`src/rtl/mod_counter_ctrl_pkg.sv`:
```
// Shared state encoding and limits for the mod-N counter controller.
package mod_counter_ctrl_pkg;

  typedef enum logic [1:0] {
    IDLE  = 2'd0,
    ARMED = 2'd1,
    RUN   = 2'd2,
    DONE  = 2'd3
  } state_e;

  // Smallest modulus that still produces a real count sequence.
  localparam int MIN_MOD = 2;

endpackage

```
`src/rtl/mod_counter_core.sv`:
```
// Embedded mod-N up-counter: counts 0..mod-1 while enabled, flags the wrap.
module mod_counter_core #(
  parameter int W = 4
) (
  input  logic         clk,
  input  logic         rst,
  input  logic         clr,
  input  logic         en,
  input  logic [W-1:0] mod,
  output logic [W-1:0] cnt_q,
  output logic         wrap
);

  // Terminal-count compare; the controller only enables with mod >= 2.
  assign wrap = en && (cnt_q == (mod - W'(1)));

  // Counter register: clear has priority over counting.
  always_ff @(posedge clk) begin
    if (rst) begin
      cnt_q <= '0;
    end else if (clr) begin
      cnt_q <= '0;
    end else if (en) begin
      cnt_q <= wrap ? '0 : (cnt_q + W'(1));
    end
  end

endmodule

```
`src/rtl/mod_counter_ctrl.sv`:
```
// Configures, sequences and monitors the mod-N counter core.
//
// state | meaning
// IDLE  | no valid config held
// ARMED | config held, not counting
// RUN   | counting
// DONE  | one-shot run finished, config still held
module mod_counter_ctrl
  import mod_counter_ctrl_pkg::*;
#(
  parameter int W = 4
) (
  input  logic         clk,
  input  logic         rst,
  input  logic         cfg_valid,
  output logic         cfg_ready,
  input  logic [W-1:0] cfg_mod,
  input  logic         cfg_oneshot,
  input  logic         start,
  input  logic         stop,
  output logic [W-1:0] cnt_q,
  output logic         tick,
  output logic         done,
  output logic         busy,
  output logic         err
);

  state_e       state_q;
  logic [W-1:0] mod_q;
  logic         oneshot_q;
  logic         core_clr;
  logic         core_en;
  logic         wrap;

  // Config is held off (not dropped) while counting.
  assign cfg_ready = (state_q != RUN);

  // Counter sits at zero outside RUN, so entering RUN always starts from 0;
  // stop clears it on the same edge and suppresses any wrap.
  assign core_clr = (state_q != RUN) || stop;
  assign core_en  = (state_q == RUN) && !stop;

  mod_counter_core #(.W(W)) u_core (
    .clk   (clk),
    .rst   (rst),
    .clr   (core_clr),
    .en    (core_en),
    .mod   (mod_q),
    .cnt_q (cnt_q),
    .wrap  (wrap)
  );

  // Control FSM with registered flags; priority is stop > start > cfg.
  always_ff @(posedge clk) begin
    if (rst) begin
      state_q   <= IDLE;
      mod_q     <= '0;
      oneshot_q <= 1'b0;
      tick      <= 1'b0;
      done      <= 1'b0;
      busy      <= 1'b0;
      err       <= 1'b0;
    end else begin
      tick <= 1'b0;
      err  <= 1'b0;
      case (state_q)
        RUN: begin
          if (stop) begin
            state_q <= ARMED;
            busy    <= 1'b0;
          end else if (wrap) begin
            tick <= 1'b1;
            if (oneshot_q) begin
              state_q <= DONE;
              done    <= 1'b1;
              busy    <= 1'b0;
            end
          end
        end
        default: begin
          if (start && !stop) begin
            if (state_q == IDLE) begin
              err <= 1'b1;
            end else begin
              state_q <= RUN;
              busy    <= 1'b1;
              done    <= 1'b0;
            end
          end else if (cfg_valid) begin
            if (cfg_mod >= W'(MIN_MOD)) begin
              mod_q     <= cfg_mod;
              oneshot_q <= cfg_oneshot;
              state_q   <= ARMED;
              done      <= 1'b0;
            end else begin
              err <= 1'b1;
            end
          end
        end
      endcase
    end
  end

endmodule

```
`config.mk`:
```
export PLATFORM = sky130hd
export DESIGN_NAME = mod_counter_ctrl
export DESIGN_NICKNAME = d
export VERILOG_FILES = /design/src/rtl/mod_counter_ctrl_pkg.sv /design/src/rtl/mod_counter_core.sv /design/src/rtl/mod_counter_ctrl.sv
export SDC_FILE = /design/constraint.sdc
export NUM_CORES = 1
export LEC_CHECK = 0
export ABC_AREA = 0
export BUFFER_PORTS_ARGS = -buffer_cell sky130_fd_sc_hd__buf_2
export CAP_MARGIN = 20
export CORE_UTILIZATION = 40
export CTS_BUF_LIST = sky130_fd_sc_hd__clkbuf_8
export DETAILED_ROUTE_END_ITERATION = 12
export GPL_TIMING_DRIVEN = 0
export PLACE_DENSITY = 0.62
export SLEW_MARGIN = 20
export SYNTH_ARGS = -nofsm -noshare
export SYNTH_HDL_FRONTEND = slang
export SYNTH_SLANG_ARGS = --single-unit
```
`constraint.sdc`:
```
create_clock -name clk -period 2.9 [get_ports clk]
set_input_delay 0.145 -clock clk [delete_from_list [all_inputs] [get_ports clk]]
set_output_delay 0.145 -clock clk [all_outputs]
set_load 0.02 [all_outputs]
```
==> Yosys cells after proc, flatten, opt, wreduce, memory -nomap -nowiden <==
Cells that the tools add are included.
{ "classes": {"add_sub_neg": 2, "mul": 0, "div": 0, "magnitude_cmp": 1, "eq_ne": 10, "shifts": 0, "n_mux": 28, "bitwise_logic": 2, "reduce_logical": 16} }
{ "op_table": {"columns": ["cell", "n"], "rows": [
  ["two-way mux 1 bit", 19],
  ["two-way mux 2 bit", 8],
  ["!= test 2 bit, second input constant", 4],
  ["AND reduction 4 bit", 2],
  ["!= test 3 bit, second input constant", 2],
  ["AND reduction 6 bit", 1],
  ["nonzero test 3 bit", 2],
  ["AND reduction 5 bit", 1],
  ["adder 4 x 1 -> 4 bit, second input constant", 1],
  ["== test 4 bit", 1],
  ["greater-or-equal comparator 4 x 2 -> 1 bit, second input constant", 1],
  ["two-way mux 4 bit", 1],
  ["OR reduction 2 bit", 2],
  ["subtractor 4 x 1 -> 4 bit, second input constant", 1],
  ["logical AND 1 bit", 3],
  ["!= test 3 x 2 -> 1 bit, second input constant", 1],
  ["OR reduction 3 bit", 1],
  ["== test 2 bit, second input constant", 1],
  ["zero test 2 bit", 1],
  ["!= test 2 x 1 -> 1 bit, second input constant", 1],
  ["NOT 1 bit", 2],
  ["nonzero test 2 bit", 1],
  ["zero test 1 bit", 1],
  ["logical OR 1 bit", 1]
]} }
{ "word_totals": {"reg_bits": 15, "latch_bits": 0, "ramBits": 0, "romBits": 0, "inputBits": 10, "word_cells": 67, "mem_count": 0} }

==> Logic depth before layout (Yosys ltp) <==
{ "depth": {"depth_word": 6, "mapped_depth": 6, "mapped_depth_nobuf": 6} }

==> By module <==
Synthesis repeated with hierarchy kept, for this count alone.
{ "hier_totals": {"hier_cells": 84, "hier_area_um2": 810.8} }
{ "modules_own_cells": {"columns": ["module", "n_inst", "cells_each", "area_per_inst_um2", "seq_area_each_um2"], "rows": [
  ["mod_counter_ctrl", 1, 55, 521.8, 220.2],
  ["mod_counter_core", 1, 29, 289.0, 80.1]
]} }

==> Worst setup path before layout <==
No wires, ideal clock.
{ "synth_timing": {"path_type": "reg-to-reg", "start": "register u_core.cnt_q[2]", "end": "register busy", "arrival_time_ps": 1413, "required_time_ps": 2785, "slack_ps": 1372, "path_stages_with_launch": 5, "period_less_slack_ps": 1528, "path_cell_list": "dfxtp_1 > xor3_1 > nor3_4 > nand3_2 > o21a_1"} }
{ "synth_via": {"elab_chain_cells": 4} }
{ "synth_rtl": {"columns": ["element", "line", "source"], "rows": [
  ["start: declaration", "mod_counter_core.sv:10", "output logic [W-1:0] cnt_q,"],
  ["start signal: assignment", "mod_counter_core.sv:24", "cnt_q <= wrap ? '0 : (cnt_q + W'(1));"],
  ["== test 4 bit", "mod_counter_core.sv:15", "assign wrap = en && (cnt_q == (mod - W'(1)));"],
  ["logical AND 1 bit", "mod_counter_core.sv:15", null],
  ["!= test 3 x 2 -> 1 bit (no line)", null, null],
  ["AND reduction 4 bit (no line)", null, null],
  ["end signal: assignment", "mod_counter_ctrl.sv:61", "busy <= 1'b0;"],
  ["end signal: assignment", "mod_counter_ctrl.sv:70", "busy <= 1'b0;"],
  ["end signal: assignment", "mod_counter_ctrl.sv:76", "busy <= 1'b0;"],
  ["end: declaration", "mod_counter_ctrl.sv:24", "output logic busy,"]
]} }
No other way between the ends.
A chain may end at the register's enable or synchronous reset.

==> Final worst setup path <==
{ "layout_timing": {"start": "register mod_q[0]", "end": "register state_q[0]"} }
{ "layout_via": {"elab_chain_cells": 5} }
{ "layout_rtl": {"columns": ["element", "line", "source"], "rows": [
  ["start: declaration", "mod_counter_ctrl.sv:29", "logic [W-1:0] mod_q;"],
  ["start signal: assignment", "mod_counter_ctrl.sv:91", "mod_q <= cfg_mod;"],
  ["subtractor 4 x 1 -> 4 bit", "mod_counter_core.sv:15", null],
  ["== test 4 bit", "mod_counter_core.sv:15", null],
  ["logical AND 1 bit", "mod_counter_core.sv:15", null],
  ["!= test 3 x 2 -> 1 bit (no line)", null, null],
  ["AND reduction 5 bit (no line)", null, null],
  ["end signal: assignment", "mod_counter_ctrl.sv:56", "state_q <= IDLE;"],
  ["end signal: assignment", "mod_counter_ctrl.sv:69", "state_q <= ARMED;"],
  ["end signal: assignment", "mod_counter_ctrl.sv:74", "state_q <= DONE;"],
  ["end: declaration", "mod_counter_ctrl.sv:28", "state_e state_q;"]
]} }
No other way between the ends.

==> impl_metrics.env <==
export IMPL_antenna_cells=0
export IMPL_tightest_slew_ns=0.451
export IMPL_cts_buffer_depth=2
export IMPL_maxSlewHeadroom=0.699
export IMPL_syn_num_nets=87
export IMPL_crit_type="reg -> reg"
export IMPL_die_y_um=44.6
export IMPL_setup_viol_count_final=0
export IMPL_gr_total_overflow=0
export IMPL_required_ns=3.06
export IMPL_cts_resized_gates=0
export IMPL_end_kind="flop"
export IMPL_synth_cells=75
export IMPL_rrSetupSlack_ns=1.30
export IMPL_cts_hold_buf=0
export IMPL_num_vias=588
export IMPL_drt_first_pass_iters=3
export IMPL_slowest_stage="dfxtp_1"
export IMPL_postCtsSetupBuffers=0
export IMPL_cp_max_fo=4
export IMPL_clock_sinks=15
export IMPL_die_width_um=44.6
export IMPL_portBuffers=18
export IMPL_nNetsFinal=110
export IMPL_crit_family="flip-flops"
export IMPL_design_core_area_um2=1710
export IMPL_cts_root_buf="clkbuf_8"
export IMPL_ys_ff_latch=15
export IMPL_yosys_warnings=0
export IMPL_wl_um=1260
export IMPL_drt_drc_violations_left=0
export IMPL_arrival_ns=1.76
export IMPL_path_buf_inv=1
export IMPL_slew_viol_final=0
export IMPL_antenna_left=0
export IMPL_total_leakage_power_nw=0.385
export IMPL_timing_final_ws_setup_ns=1.30
export IMPL_cap_violations=0
export IMPL_dp_hpwl_um=1020
export IMPL_wl_per_cell_um=10.3
export IMPL_synth_main_ff_cell="dfxtp_1"
export IMPL_cts_buffers=3
export IMPL_fp_dieArea_um2=1990
export IMPL_grt_max_degree=11
export IMPL_start_kind="flop"
export IMPL_slowest_delay_ns=0.39
export IMPL_hold_depth=3
export IMPL_synth_cell_types=32
export IMPL_ios=19
export IMPL_async_reset_ff_frac=0
export IMPL_grt_setup_unrepaired="no"
export IMPL_place_ws_ns=1.28
export IMPL_setup_tns_final_ns=0
export IMPL_vdd_ir_drop_max_v=0.000329
export IMPL_period_share=0.552
export IMPL_path_depth=6
export IMPL_fin_crit_ns=1.60
export IMPL_antenna_found_initial=0
export IMPL_synth_edff_count=0
export IMPL_timing_rr_end="state_q[0]"
export IMPL_via_per_inst=4.82
export IMPL_fill_cells=172
export IMPL_hold_viol=0
export IMPL_gp_congestion=0.818
export IMPL_syn_to_final_growth_pct=22.9
export IMPL_outcome="completed"
export IMPL_grt_pass1_wl_um=2240
export IMPL_first_global_vias=511
export IMPL_hp_start="cfg_oneshot"
export IMPL_track_usage=0.162
export IMPL_start_util=0.425
export IMPL_r2r_cells=6
export IMPL_reg2reg_from="mod_q[0]"
export IMPL_ys_seq_area_frac=0.414
export IMPL_fmax_mhz=625
export IMPL_power_density_nw_per_um2=490
export IMPL_avgSynthCellArea_um2=9.68
export IMPL_rows=15
export IMPL_whs_endpoint="oneshot_q"
export IMPL_clk_pin_slew_ns=0.06
export IMPL_worstPathCellList="inv_1 > ha_1 > xnor2_1 > nor3_4 > nand3_2 > a221oi_2"
export IMPL_skew_ns=0.00147
export IMPL_clk_latency_ns=0.24
export IMPL_htreeDepth=1
export IMPL_cts_tree="done"
export IMPL_drt_iter0_markers=1
export IMPL_syn_area_um2=726
export IMPL_drive_above_1_share=0.278
export IMPL_hold_class="in -> reg"
## metrics by stage
stage	std cells	power, mW	hold slack [ns]	area, µm²	utilization
after detailed placement	118	0.283	0.385	847	0.496
final	122	0.437	0.136	892	0.522
after CTS	122	0.446	0.134	892	0.522
after floorplan	75	0.266	0.289	726	-
after global placement	118	0.282	0.379	847	0.496
after global routing	122	0.462	0.157	892	0.522
## layout by cell type, fill, tap and decap left out
master,n
o21bai_1,1
nand3_1,2
and2_1,1
nor2_1,7
inv_1,5
nor3b_1,1
a221oi_2,1
o21ai_0,1
buf_2,18
nor2b_2,1
clkbuf_8,3
o21a_1,1
xnor2_1,4
nand4_2,1
nand4_1,1
ha_1,2
nand3_2,1
mux2i_1,5
nor2b_1,1
nor4_1,1
nand3b_1,1
nand2_1,4
or3_1,2
nor3_1,5
dfxtp_1,15
xor2_1,2
and2_4,1
a21oi_1,3
xor3_1,1
a31oi_1,1
clkbuf_1,1
nor3_4,1
nand2b_1,1
o211ai_1,1
## Yosys cell counts (2+ instances only)
cell type | count | area share
mux2i_1 | 5 | 0.069
nand2_1 | 4 | 0.021
xnor2_1 | 4 | 0.048
nor3_1 | 5 | 0.034
a21oi_1 | 3 | 0.021
nand3_1 | 2 | 0.014
dfxtp_1 | 15 | 0.41
nor2_1 | 7 | 0.036
or3_1 | 2 | 0.017
xor2_1 | 2 | 0.024
inv_1 | 4 | 0.021
ha_1 | 2 | 0.034
## how the worst max path moves through the flow
stage                         start          to  slack (ns)
global route               mod_q[0]  state_q[0]        1.19
finish                     mod_q[0]  state_q[0]        1.30
floorplan           u_core.cnt_q[2]        busy        1.37
detailed placement         mod_q[0]  state_q[0]        1.28
CTS                        mod_q[0]  state_q[0]        1.27
global placement           mod_q[0]  state_q[0]        1.31
## logic make-up (layout without fill, tap and decap cells)
family / after synthesis / after routing / synth area share
AO/OA/AOI/OAI: 9 / 9 / 0.0879
adder cells (fa/ha/maj): 2 / 2 / 0.0345
XOR/XNOR: 7 / 7 / 0.105
AND/OR/NAND/NOR: 32 / 32 / 0.264
flip-flops: 15 / 15 / 0.414
buffers and inverters: 5 / 27 / 0.0259
multiplexers: 5 / 5 / 0.0690
## worst min-delay path: cells and delay by family
| kind | cells | cell delay, ns |
|---|---|---|
| buffers and inverters | 1 | 0.07 |
| AND/OR/NAND/NOR | 1 | 0.07 |
| multiplexers | 1 | 0.05 |
## sequential cells by signal (all words and copies together) (netlist names)
| name | cells |
|---|---|
| state_q | 2 |
| mod_q | 4 |
| err | 1 |
| done | 1 |
| tick | 1 |
| busy | 1 |
| oneshot_q | 1 |
| u_core.cnt_q | 4 |
## report_power, final
group,switching [mW],internal [mW]
combinational,0.0306,0.0269
clock,0.0658,0.0935
sequential,0.00659,0.214
## layout make-up
class,count,area (µm²),area share
clock buffer,3,41.3,0.0463
timing repair buffer,18,90.1,0.101
buffer,1,3.75,0.00421
multi-input combinational,55,407,0.456
inverter,4,15.0,0.0168
tap,25,31.3,0.0351
sequential,15,300,0.337
clock inverter,1,3.75,0.00421
## metal layers
metal  vias to the layer above  GRT usage  wire length, µm
met3                         4     0.0735               58
met1                       262      0.195              587
met2                        13      0.238              579
met5                         -          0                0
met4                         0     0.0909               36
li1                        309          -                -
(Power assumes the default switching activity.)
